--- src/rtl/mem_arbiter.sv ---
// Two-port (instruction fetch / data) arbiter onto a single-ported word memory.
// Optional read-modify-write for partial stores: define MEM_ARB_RMW_EN.
module mem_arbiter (
    input  logic        clk,
    input  logic        rst_n,
    input  logic        i_req,
    input  logic [31:0] i_addr,
    output logic        i_ack,
    output logic [31:0] i_rdata,
    input  logic        d_req,
    input  logic        d_we,
    input  logic [31:0] d_addr,
    input  logic [31:0] d_wdata,
    input  logic [3:0]  d_wstrb,
    output logic        d_ack,
    output logic [31:0] d_rdata,
    output logic        d_err,
    output logic        mem_read,
    output logic        mem_write,
    output logic [31:0] mem_addr,
    output logic [31:0] mem_wdata,
    input  logic [31:0] mem_rdata
);

    typedef enum logic [2:0] {
        IDLE  = 3'd0,
        I_ACC = 3'd1,
        D_ACC = 3'd2,
`ifdef MEM_ARB_RMW_EN
        D_RD  = 3'd3,
        D_WR  = 3'd4,
`endif
        ACK   = 3'd5
    } state_t;

    state_t      state_q, state_d;
    logic        last_d_q, last_d_d;
    logic        we_q, we_d;
    logic [3:0]  wstrb_q, wstrb_d;
    logic        i_ack_q, i_ack_d;
    logic        d_ack_q, d_ack_d;
    logic        d_err_q, d_err_d;
    logic [31:0] i_rdata_q, i_rdata_d;
    logic [31:0] d_rdata_q, d_rdata_d;
    logic        mem_read_q, mem_read_d;
    logic        mem_write_q, mem_write_d;
    logic [31:0] mem_addr_q, mem_addr_d;
    logic [31:0] mem_wdata_q, mem_wdata_d;
    logic        grant_d;

`ifdef MEM_ARB_RMW_EN
    logic [31:0] wdata_q, wdata_d;
    logic [31:0] merged;

    always_comb begin
        merged = '0;
        for (int unsigned n = 0; n < 4; n++) begin
            merged[8*n +: 8] = wstrb_q[n] ? wdata_q[8*n +: 8] : mem_rdata[8*n +: 8];
        end
    end
`endif

    // Byte offsets never reach memory; the bus is word-addressed.
    logic unused_addr_bits;
    assign unused_addr_bits = ^{i_addr[1:0], d_addr[1:0]};

    // Outputs are registered, so each one is computed for the state being entered.
    always_comb begin
        state_d     = state_q;
        last_d_d    = last_d_q;
        we_d        = we_q;
        wstrb_d     = wstrb_q;
`ifdef MEM_ARB_RMW_EN
        wdata_d     = wdata_q;
`endif
        i_rdata_d   = i_rdata_q;
        d_rdata_d   = d_rdata_q;
        i_ack_d     = 1'b0;
        d_ack_d     = 1'b0;
        d_err_d     = 1'b0;
        mem_read_d  = 1'b0;
        mem_write_d = 1'b0;
        mem_addr_d  = '0;
        mem_wdata_d = '0;
        grant_d     = 1'b0;

        unique case (state_q)
            IDLE: begin
                if (i_req || d_req) begin
                    grant_d  = d_req && !(i_req && last_d_q);
                    last_d_d = grant_d;
                    if (grant_d) begin
                        we_d    = d_we;
                        wstrb_d = d_wstrb;
`ifdef MEM_ARB_RMW_EN
                        wdata_d = d_wdata;
`endif
                        if (d_we && d_wstrb == 4'h0) begin
                            state_d = ACK;
                            d_ack_d = 1'b1;
                        end else if (d_we && d_wstrb != 4'hF) begin
`ifdef MEM_ARB_RMW_EN
                            state_d    = D_RD;
                            mem_read_d = 1'b1;
                            mem_addr_d = {d_addr[31:2], 2'b00};
`else
                            state_d = D_ACC;
`endif
                        end else begin
                            state_d     = D_ACC;
                            mem_read_d  = !d_we;
                            mem_write_d = d_we;
                            mem_addr_d  = {d_addr[31:2], 2'b00};
                            if (d_we) mem_wdata_d = d_wdata;
                        end
                    end else begin
                        state_d    = I_ACC;
                        mem_read_d = 1'b1;
                        mem_addr_d = {i_addr[31:2], 2'b00};
                    end
                end
            end
            I_ACC: begin
                i_rdata_d = mem_rdata;
                i_ack_d   = 1'b1;
                state_d   = ACK;
            end
            D_ACC: begin
                if (!we_q) d_rdata_d = mem_rdata;
                // Only reachable with a partial strobe when RMW is compiled out.
                d_err_d = we_q && (wstrb_q != 4'h0) && (wstrb_q != 4'hF);
                d_ack_d = 1'b1;
                state_d = ACK;
            end
`ifdef MEM_ARB_RMW_EN
            D_RD: begin
                mem_write_d = 1'b1;
                mem_addr_d  = mem_addr_q;
                mem_wdata_d = merged;
                state_d     = D_WR;
            end
            D_WR: begin
                d_ack_d = 1'b1;
                state_d = ACK;
            end
`endif
            ACK: begin
                state_d = IDLE;
            end
            default: begin
                state_d = IDLE;
            end
        endcase
    end

    always_ff @(posedge clk) begin
        if (!rst_n) begin
            state_q     <= IDLE;
            last_d_q    <= 1'b0;
            we_q        <= 1'b0;
            wstrb_q     <= '0;
`ifdef MEM_ARB_RMW_EN
            wdata_q     <= '0;
`endif
            i_ack_q     <= 1'b0;
            d_ack_q     <= 1'b0;
            d_err_q     <= 1'b0;
            i_rdata_q   <= '0;
            d_rdata_q   <= '0;
            mem_read_q  <= 1'b0;
            mem_write_q <= 1'b0;
            mem_addr_q  <= '0;
            mem_wdata_q <= '0;
        end else begin
            state_q     <= state_d;
            last_d_q    <= last_d_d;
            we_q        <= we_d;
            wstrb_q     <= wstrb_d;
`ifdef MEM_ARB_RMW_EN
            wdata_q     <= wdata_d;
`endif
            i_ack_q     <= i_ack_d;
            d_ack_q     <= d_ack_d;
            d_err_q     <= d_err_d;
            i_rdata_q   <= i_rdata_d;
            d_rdata_q   <= d_rdata_d;
            mem_read_q  <= mem_read_d;
            mem_write_q <= mem_write_d;
            mem_addr_q  <= mem_addr_d;
            mem_wdata_q <= mem_wdata_d;
        end
    end

    assign i_ack     = i_ack_q;
    assign i_rdata   = i_rdata_q;
    assign d_ack     = d_ack_q;
    assign d_rdata   = d_rdata_q;
    assign d_err     = d_err_q;
    assign mem_read  = mem_read_q;
    assign mem_write = mem_write_q;
    assign mem_addr  = mem_addr_q;
    assign mem_wdata = mem_wdata_q;

endmodule

--- config.mk ---
export PLATFORM = sky130hd
export DESIGN_NAME = mem_arbiter
export DESIGN_NICKNAME = d
export VERILOG_FILES = /design/src/rtl/mem_arbiter.sv
export SDC_FILE = /design/constraint.sdc
export NUM_CORES = 1
export LEC_CHECK = 0
export BUFFER_PORTS_ARGS = -buffer_cell sky130_fd_sc_hd__buf_4
export CORE_MARGIN = 2
export CORE_UTILIZATION = 44
export CTS_CLUSTER_DIAMETER = 120
export DETAILED_ROUTE_END_ITERATION = 7
export PLACE_DENSITY = 0.83
export SETUP_SLACK_MARGIN = 0.05
export SLEW_MARGIN = 20
export SYNTH_ARGS = -nofsm -noshare
export SYNTH_HDL_FRONTEND = slang
export SYNTH_SLANG_ARGS = --single-unit
--- constraint.sdc ---
create_clock -name clk -period 2.4 [get_ports clk]
set_input_delay 0.12 -clock clk [delete_from_list [all_inputs] [get_ports clk]]
set_output_delay 0.12 -clock clk [all_outputs]
set_load 0.01 [all_outputs]
== Word-level counts from Yosys, hierarchy flattened ==
Cells that the tools add are included.
W data, S select, Z words.

* Register bits: 142
* Input port bits: 137
* Output and inout port bits: 133
* Word-level logic and storage cells: 61

* Equality and inequality tests: 5
* Multiplexer cells: 15
* Bitwise gates (word level): 6
* Reduce and logical (&&, ||, !) cells: 21

{| class="wikitable"
|+ Operators by type and width
! kind !! number
|-
| $mux W32 || 3
|-
| $mux W3 || 3
|-
| $ne A4 B4 Y1 const B || 2
|-
| $mux W1 || 7
|-
| $reduce_or A7 Y1 || 1
|-
| $logic_and A1 B1 Y1 || 6
|-
| $not A1 Y1 || 6
|-
| $pmux W3 S2 || 1
|-
| $reduce_and A2 Y1 || 3
|-
| $reduce_and A3 Y1 || 2
|-
| $reduce_or A6 Y1 || 1
|-
| $reduce_or A5 Y1 || 1
|-
| $logic_not A4 Y1 || 1
|-
| $reduce_bool A4 Y1 || 1
|-
| $eq A3 B1 Y1 const B || 1
|-
| $eq A3 B2 Y1 const B || 1
|-
| $logic_not A3 Y1 || 1
|-
| $logic_not A1 Y1 || 2
|-
| $ne A2 B2 Y1 const B || 1
|-
| $pmux W1 S2 || 1
|-
| $reduce_or A2 Y1 || 1
|-
| $logic_or A1 B1 Y1 || 1
|}

== Logic depth before layout (Yosys ltp) ==
* Depth after elaboration: 6
* Depth in mapped cells: 7
* Gate-level depth less buffers: 3

== Worst setup path before layout ==
Ideal clock, no wire load.

* Kind: reg-to-reg
* Start point: register state_q[2]
* End point: register mem_addr_q[10] (netlist: mem_addr[10])
* Setup time: 66 ps
* Data arrival time: 1621 ps
* Data required time: 2334 ps
* Setup slack: 713 ps
* Cell stages (with the launch flop): 8
* Path buffers: 4
* Clock period less this slack: 1687 ps
* Cell sequence: dfxtp_1 buf_6 or3_1 buf_6 or3_1 buf_2 buf_6 a21oi_2

* Longest elaborated chain between the ends: 2

{| class="wikitable"
|+ Ends and longest elaborated chain
! item !! RTL line !! text
|-
| from (decl) || 36 || <nowiki>state_t state_q, state_d;</nowiki>
|-
| from (signal assigned) || 175 || <nowiki>state_q <= state_d;</nowiki>
|-
| $logic_not A3 Y1 || 87 || <nowiki>unique case (state_q)</nowiki>
|-
| $reduce_and A3 Y1 (no line) || - ||
|-
| to (signal assigned) || 189 || <nowiki>mem_addr_q <= mem_addr_d;</nowiki>
|-
| to (decl) || 47 || <nowiki>logic [31:0] mem_addr_q, mem_addr_d;</nowiki>
|}

No other way between the ends.
A chain may end at the register's enable or synchronous reset.

== Final worst setup path ==
* Start point: register state_q[2]
* End point: register mem_addr_q[2] (netlist: mem_addr[2])

Same word-level chain as after synthesis.

==> flow_metrics.env <==
export IMPL_antenna_found_initial=0
export IMPL_drtIter0Drc=493
export IMPL_max_cap_violations=0
export IMPL_vias=5681
export IMPL_synth_seq_area_share=0.564
export IMPL_cts_tree="built"
export IMPL_gp_congestion=0.856
export IMPL_fp_dieW_um=110
export IMPL_crit_path_max_incr_delay_ns=0.57
export IMPL_hold_slack_ns=0.0100
export IMPL_dp_final_hpwl_mm=10.6
export IMPL_io_buffers=263
export IMPL_rsz0062_at_grt="no"
export IMPL_ant_nets=0
export IMPL_grt_max_degree=73
export IMPL_cts_root_buf="clkbuf_16"
export IMPL_cts_sinks=140
export IMPL_cp_top_family="simple AND/OR/NAND/NOR gates"
export IMPL_final_nets=1052
export IMPL_fin_crit_ns=2.26
export IMPL_critPathSlowestCell="dlygate4sd3_1"
export IMPL_end_kind="register"
export IMPL_synthCells=551
export IMPL_n_fill_cell=611
export IMPL_crit_chain="or3_1 > or3_1 > a21oi_2 > dlygate4sd3_1"
export IMPL_wire_per_inst_um=18.4
export IMPL_core_um2=10900
export IMPL_cts_buffers=17
export IMPL_ir_drop_mv=0.652
export IMPL_combPwrFrac=0.170
export IMPL_dp_slack_ns=0.487
export IMPL_p_switching_mw=1.65
export IMPL_fin_crit_sh=0.941
export IMPL_power_frac_clock=0.435
export IMPL_cp_arrival_ns=2.62
export IMPL_fin_skew_ns=0.0123
export IMPL_critical_path_buf_inv_count=1
export IMPL_cts_max_path_buffers=2
export IMPL_cts_clk_slew_worst_paths_ns=0.06
export IMPL_antenna_cells=0
export IMPL_p_leak_nw=3.82
export IMPL_fp_dieH_um=110
export IMPL_fmax_ghz=0.443
export IMPL_ys_seq_elements=140
export IMPL_grt_pass1_vias=5945
export IMPL_dr_wl_met2_mm=10.3
export IMPL_grt_pass1_wl_mm=29.4
export IMPL_syn_area_um2=4970
export IMPL_wl_met1_mm=6.67
export IMPL_cp_required_ns=2.76
export IMPL_drive_gt1_frac=0.364
export IMPL_overflow=0
export IMPL_drc=0
export IMPL_fin_ws_ns=0.142
export IMPL_rows=38
export IMPL_p_seq_frac=0.395
export IMPL_totalWireLength_mm=19.6
export IMPL_dr_max_layer_used="met4"
export IMPL_ioPinCount=270
export IMPL_grt_usage=0.323
export IMPL_syn2layout_area_growth_pct=76.9
export IMPL_internal_power_mw=4.80
export IMPL_cp_start_kind="register"
export IMPL_tightestPinTransition_ns=0.966
export IMPL_yosys_warnings=0
export IMPL_clock_latency_ns=0.43
export IMPL_crit_path_max_fanout=9
export IMPL_maxSlewHeadroom=0.355
export IMPL_final_common_cell="buf_4"
export IMPL_hold_viol_final=0
export IMPL_first_pass_iters=6
export IMPL_p_per_area_nw_per_um2=734
export IMPL_h_tree_depth=4
export IMPL_status="completed"
export IMPL_viasPerCell=5.32
export IMPL_die_area_um2=12200
export IMPL_wl_met3_mm=1.54
export IMPL_crit_path_frequent_cell="or3_1"
export IMPL_synth_cell_types=33
export IMPL_mostFrequentLayoutCells="buf_4 (269), nand2_1 (160), dfxtp_1 (140)"
export IMPL_final_setup_tns_ns=0
export IMPL_hp_class="primary input to register"
export IMPL_crit_type="register to register"
export IMPL_setup_violations=0
export IMPL_initial_core_util=0.454
export IMPL_syn_avg_cell_area_um2=9.01
export IMPL_switching_share=0.256
export IMPL_post_cts_buffers=0
export IMPL_drv_slew=0
tightest hold or removal path, cell delays in order:
cell and delay [ns]:
buf_4 0.11, o211ai_1 0.09, a21oi_2 0.06
cells in the mapped netlist, drive strengths merged:
cell type / n / area (um^2)
a2111oi: 1 / 27.5
o211ai: 31 / 233
nor2: 4 / 15.0
and2: 32 / 200
buf: 12 / 115
or4: 1 / 7.51
nor3: 2 / 10.0
nor4: 1 / 6.26
a311oi: 1 / 8.76
clkbuf: 34 / 128
inv: 2 / 7.50
nor3b: 1 / 7.51
or3: 2 / 12.5
nand4: 2 / 12.5
nand2: 160 / 601
and4: 1 / 8.76
a21bo: 1 / 10.0
nor4b: 1 / 8.76
or3b: 1 / 8.76
dfxtp: 140 / 2800
o311a: 1 / 10.0
a21boi: 2 / 15.0
o21ai: 5 / 25.0
o31ai: 1 / 7.51
nand3: 5 / 25.0
conb: 1 / 3.75
or4b: 2 / 20.0
a21oi: 104 / 629
final cells by class:
cell class / count / area, um^2 / share of cell area
sequential: 140 / 2800 / 0.319
tap: 140 / 175 / 0.0199
inverter: 2 / 7.51 / 0.000854
multi-input combinational: 364 / 1930 / 0.220
clock inverter: 11 / 166 / 0.0189
timing repair buffer: 390 / 3240 / 0.369
clock buffer: 21 / 460 / 0.0524
logic make-up after synthesis:
family,after synthesis,share of synthesized area
flip-flops,140,0.564
AO/OA/AOI/OAI,147,0.195
buffers and inverters,48,0.0504
AND/OR/NAND/NOR,215,0.190
other,1,0.000755
state kept, by name, summed over array words and instances, names as in the netlist, 3 cells and up:
| register | flops |
|---|---|
| d_rdata | 32 |
| mem_wdata | 32 |
| i_rdata | 32 |
| wstrb_q | 4 |
| state_q | 3 |
| mem_addr | 30 |
worst paths after layout:
kind,from,end,slack [ns],depth (start not counted)
worst max-delay path,state_q[2],mem_addr[2],0.14,4
worst min-delay path,d_addr[11],mem_addr[11],0.01,3
worst max register to register,state_q[2],mem_addr[2],0.14,4
worst min register to register,d_rdata[20],d_rdata[20],0.46,2
repair_timing:
item / 4_1_cts / 5_1_grt
hold buffers: 120 / 0
setup endpoints to repair: 0 / 0
resized for setup: 0 / 0
hold endpoints to repair: 131 / 0
metal layers:
layer	vias to the layer above	GRT usage
met3	106	0.109
met2	324	0.575
li1	2570	-
met4	0	0.218
met1	2681	0.314
met5	-	0
stage by stage:
stage               std cells  utilization  cell area (um^2)  power (mW)
floorplan                 552            -              4970        3.02
finish                   1068        0.803              8790        6.45
detailed placement        916        0.636              6960        3.47
global route             1068        0.803              8790        6.66
CTS                      1068        0.803              8780        6.39
global placement          916        0.636              6960        3.44
power groups by stage:
stage / combinational, mW / clock, mW / sequential (mW)
2_1_floorplan: 0.392 / 0 / 2.63
3_3_place_gp: 0.860 / 0 / 2.58
3_5_place_dp: 0.886 / 0 / 2.59
4_1_cts: 1.05 / 2.80 / 2.54
5_1_grt: 1.17 / 2.93 / 2.56
6_report: 1.10 / 2.81 / 2.55
No activity file was read; power rests on OpenSTA's default activity.
